--- src/rtl/alu_pkg.sv ---
// Shared ALU front-end definitions: default widths, button indices and opcodes.
// Used by the capture stage, the ALU itself, and the benches.
package alu_pkg;

   localparam int NB_DATA_DFLT = 4;
   localparam int NB_OP_DFLT   = 6;

   localparam int BTN_A  = 0;
   localparam int BTN_B  = 1;
   localparam int BTN_OP = 2;

   localparam logic [5:0] OP_ADD = 6'b100000;
   localparam logic [5:0] OP_SUB = 6'b100010;
   localparam logic [5:0] OP_AND = 6'b100100;
   localparam logic [5:0] OP_OR  = 6'b100101;
   localparam logic [5:0] OP_XOR = 6'b100110;
   localparam logic [5:0] OP_SRA = 6'b000011;
   localparam logic [5:0] OP_SRL = 6'b000010;
   localparam logic [5:0] OP_NOR = 6'b100111;

endpackage

--- src/rtl/btn_debounce.sv ---
// Button conditioner: 2-flop synchroniser, level debouncer, rising-edge detect.
// Press to pulse is DEBOUNCE_CYCLES+2 edges; no backpressure, one pulse per press.
module btn_debounce #(
   parameter int DEBOUNCE_CYCLES = 1_000_000
) (
   input  logic clk,
   input  logic i_rst_n,
   input  logic i_btn,
   output logic o_pulse
);

   localparam int CNT_W = $clog2(DEBOUNCE_CYCLES);

   logic             sync_q1;
   logic             sync_q2;
   logic             db;
   logic             db_q;
   logic [CNT_W-1:0] cnt;

   always_ff @(posedge clk or negedge i_rst_n) begin
      if (!i_rst_n) begin
         sync_q1 <= 1'b0;
         sync_q2 <= 1'b0;
         db      <= 1'b0;
         db_q    <= 1'b0;
         cnt     <= '0;
      end else begin
         sync_q1 <= i_btn;
         sync_q2 <= sync_q1;
         db_q    <= db;
         if (sync_q2 == db) begin
            cnt <= '0;
         end else if (cnt == CNT_W'(DEBOUNCE_CYCLES - 1)) begin
            // Level held long enough: accept it; clearing here keeps cnt from wrapping.
            db  <= ~db;
            cnt <= '0;
         end else begin
            cnt <= cnt + CNT_W'(1);
         end
      end
   end

   assign o_pulse = db & ~db_q;

endmodule

--- src/rtl/alu_input_ctrl.sv ---
// ALU operand/opcode capture from switches on debounced button presses.
// Load lands DEBOUNCE_CYCLES+3 edges after press; no backpressure, flags sticky until reset.
module alu_input_ctrl
   import alu_pkg::*;
#(
   parameter int NB_DATA         = NB_DATA_DFLT,
   parameter int NB_OP           = NB_OP_DFLT,
   parameter int NB_SW           = 8,
   parameter int DEBOUNCE_CYCLES = 1_000_000
) (
   input  logic                      clk,
   input  logic                      i_rst_n,
   input  logic [NB_SW-1:0]          i_sw,
   input  logic [2:0]                i_btn,
   output logic signed [NB_DATA-1:0] o_datoA,
   output logic signed [NB_DATA-1:0] o_datoB,
   output logic [NB_OP-1:0]          o_operation,
   output logic [2:0]                o_loaded,
   output logic                      o_ready
);

   logic [NB_SW-1:0] sw_q1;
   logic [NB_SW-1:0] sw_sync;
   logic [2:0]       load;
   logic             sw_unused;

   always_ff @(posedge clk or negedge i_rst_n) begin
      if (!i_rst_n) begin
         sw_q1   <= '0;
         sw_sync <= '0;
      end else begin
         sw_q1   <= i_sw;
         sw_sync <= sw_q1;
      end
   end

   // Upper switch bits are synchronised but deliberately never captured.
   assign sw_unused = ^sw_sync;

   for (genvar g = 0; g < 3; g++) begin : g_btn
      btn_debounce #(
         .DEBOUNCE_CYCLES (DEBOUNCE_CYCLES)
      ) u_btn_debounce (
         .clk     (clk),
         .i_rst_n (i_rst_n),
         .i_btn   (i_btn[g]),
         .o_pulse (load[g])
      );
   end

   always_ff @(posedge clk or negedge i_rst_n) begin
      if (!i_rst_n) begin
         o_datoA     <= '0;
         o_datoB     <= '0;
         o_operation <= '0;
         o_loaded    <= '0;
      end else begin
         if (load[BTN_A])  o_datoA     <= sw_sync[NB_DATA-1:0];
         if (load[BTN_B])  o_datoB     <= sw_sync[NB_DATA-1:0];
         if (load[BTN_OP]) o_operation <= sw_sync[NB_OP-1:0];
         o_loaded <= o_loaded | load;
      end
   end

   assign o_ready = &o_loaded;

endmodule

--- config.mk ---
export PLATFORM = sky130hd
export DESIGN_NAME = alu_input_ctrl
export DESIGN_NICKNAME = d
export VERILOG_FILES = /design/src/rtl/alu_pkg.sv /design/src/rtl/btn_debounce.sv /design/src/rtl/alu_input_ctrl.sv
export SDC_FILE = /design/constraint.sdc
export NUM_CORES = 1
export LEC_CHECK = 0
export CAP_MARGIN = 20
export CORE_MARGIN = 4
export CORE_UTILIZATION = 63
export DETAILED_ROUTE_END_ITERATION = 8
export PLACE_DENSITY = 0.92
export SETUP_SLACK_MARGIN = 0.2
export SYNTH_ARGS = -nofsm -noshare
export SYNTH_HDL_FRONTEND = slang
export SYNTH_HIERARCHICAL = 1
export SYNTH_SLANG_ARGS = --single-unit
--- constraint.sdc ---
create_clock -name clk -period 4.96 [get_ports clk]
set_input_delay 0.496 -clock clk [delete_from_list [all_inputs] [get_ports clk]]
set_output_delay 0.496 -clock clk [all_outputs]
set_load 0.02 [all_outputs]
==> results.yml <==
run_status:
  status: "finished clean"
route:
  avgRoutedWirePerCell_um: 15.68
  wirelength_mm: 7.840
  detail_route.vias_per_cell: 5.736
  drc: 0
  dr_total_vias: 2868
  first_iter_violations: 159
  antenna_left: 0
  firstDrtPassIters: 4
timing:
  hold_viol: 0
  finClkSkew_ns: 0.009524
  rsz0062_at_grt: "false"
  setup_viol: 0
  fmax_mhz: 495.7
  period_minus_slack_ns: 2.017
  fin_crit_sh: 0.4067
  worstMarginPinSlew_ns: 0.9617
  final.setup.tns_ns: 0
  maxSlewHeadroom: 0.3589
  slew_viol_final: 0
placed_design:
  hpwl_mm: 5.298
  portBuffers: 28
  dpl_cell_area_um2: 4740
  gp_congestion: 0.8057
clocking:
  cts_sinks: 101
  cts_buffers: 9
  htreeDepth: 3
  clkTransAtPathRegs_ns: 0.10
  clockRootBuffer: "clkbuf_8"
  post_cts_buffers: 0
  clk_latency_ns: 0.36
  cts_buffer_depth: 2
  cts_tree: "done"
  cts_resized: 0
synth:
  netlist_top_cells_area: "dfrtp_1, xnor2_1, nor2_1, xor2_1, mux2_2"
  yosysWarnings: 6
  post-synth-top-area-fraction: 0.5770
  synth_area_leader_cell: "dfrtp_1"
  synth_edf_count: 0
  synthFlopType: "dfrtp_1"
  syn_area_um2: 4380
  synth_cell_type_count: 31
  syn_area_per_cell_um2: 11.59
  synthArstFlopShare: 1.000
  syn-num-nets: 394
  netlist_instances: 378
  synth-seq-cells: 101
  seq_area_frac_synth: 0.5770
cells_and_area:
  postLayoutCellArea_um2: 4941
  layout_commonest_cell: "dfrtp_1"
  num-fill-cells: 425
  layout_common_cells: "dfrtp_1, nor2_1, xnor2_1"
  antennaDiodeCount: 0
  layout.nets: 431
  drive_gt1_frac: 0.1167
  syn2layout_area_growth_pct: 12.80
critical_path:
  cp-start-kind: "flop"
  critPathKind: "flop to flop"
  worstPathRequired_ns: 5.17
  endpoint_kind: "flop"
  crit_arrival_ns: 2.22
  crit_fanout: 18
floorplan:
  start_util: 0.6483
  dieArea_um2: 8351
  ios: 31
  die_w_um: 91.39
  rows: 30
  core-area_um2: 6756
  die_h_um: 91.39
power:
  power_density_nw_per_um2: 277.7
  p_leak_nw: 2.096
  ir_worst_vdd_mv: 0.2270
grt:
  grt_max_degree: 82
  grt_pass1_vias: 2950
  grt_pass1_wl_mm: 13.66
  antenna_found_initial: 0
  grt_usage: 0.2065
  grt_overflow: 0
worst_hold_path:
  worstHoldPathType: "flop to flop"
run:
  cap_violations: 0
-- routing by layer --
metal,up-vias,part of all wire,global-route usage,routed length [µm]
li1,1390,-,-,-
met1,1419,0.42,0.2448,3275
met2,46,0.53,0.3591,4185
met3,13,0.030,0.05800,235
met4,0,0.018,0.07161,144
met5,-,0,0,0
-- critical path: stages (launching register included) --
cell and delay, ns:
dfrtp_1 0.42, ha_1 0.22, and3_1 0.24, nand4_1 0.17, o21ai_2 0.67, nor2_1 0.14
-- registers in the layout, summed over array words and instances (netlist names) --
name                          cells
sw_q1                             6
g_btn.u_btn_debounce/db           3
sw_sync                           6
o_operation                       6
g_btn.u_btn_debounce/db_q         3
g_btn.u_btn_debounce/sync_q1      3
g_btn.u_btn_debounce/sync_q2      3
o_datoB                           4
o_datoA                           4
g_btn.u_btn_debounce/cnt         60
o_loaded                          3
-- kinds of logic after synthesis --
logic type | Yosys count | share of synthesized area
xor gates and xnor gates | 48 | 0.09597
AOI/OAI and AO/OA | 15 | 0.01971
muxes | 23 | 0.06256
and+or+nand+nor | 172 | 0.2199
buffers and inverters | 16 | 0.01628
adders and majority gates | 3 | 0.008570
DFF | 101 | 0.5770
-- cell usage after synthesis, drive strengths merged (4+ instances only) --
cell,count
a21oi,6
and3,4
and4,6
buf,4
dfrtp,101
inv,12
mux2,17
mux2i,6
nand2,18
nand3,18
nand4,15
nor2,57
nor3,15
nor4,15
nor4b,6
o21ai,9
or3,6
xnor2,33
xor2,15
-- through the flow --
stage          worst slack [ns]  total power, mW  std cells    util  hold WS [ns]
6_report                  2.943            1.372        500  0.7313        0.3575
5_1_grt                   2.773            1.436        500  0.7313        0.3636
4_1_cts                   2.954            1.391        500  0.7313        0.3567
3_5_place_dp              2.994           0.9076        483  0.7015        0.3393
3_3_place_gp              3.061           0.9049        483  0.7015        0.3315
2_1_floorplan             3.341           0.8773        378       -        0.2004
-- area by class of cell --
cell class	count	area, µm²	share of cell area
tap	80	100.1	0.02026
clock inverter	7	67.56	0.01367
inverter	12	45.04	0.009116
timing repair buffer	30	295.3	0.05976
sequential	101	2527	0.5115
clock buffer	9	123.9	0.02507
multi-input combinational	261	1782	0.3606
-- repair_timing --
| action | CTS | global route |
|---|---|---|
| hold buffers | 1 | 0 |
| hold endpoints to repair | 20 | 0 |
| endpoints found under the setup margin | 0 | 0 |
-- worst paths after layout --
kind,end,startpoint,cells after the start,slack [ns]
max reg2reg,g_btn[0].u_btn_debounce/cnt[13],g_btn[0].u_btn_debounce/cnt[0],5,2.94
max,g_btn[0].u_btn_debounce/cnt[13],g_btn[0].u_btn_debounce/cnt[0],5,2.94
min reg2reg,sw_sync[5],sw_q1[5],0,0.36
min in group asynchronous,g_btn[1].u_btn_debounce/cnt[6],i_rst_n,2,0.54
max in group asynchronous,g_btn[0].u_btn_debounce/sync_q2,i_rst_n,3,3.17
min,sw_sync[5],sw_q1[5],0,0.36
-- power by group --
part	switching [mW]	total, mW	internal [mW]
Combinational	0.0289	0.0437	0.0148
Sequential	0.0110	0.847	0.836
Clock	0.288	0.481	0.193
No activity file was read; power rests on OpenSTA's default activity.
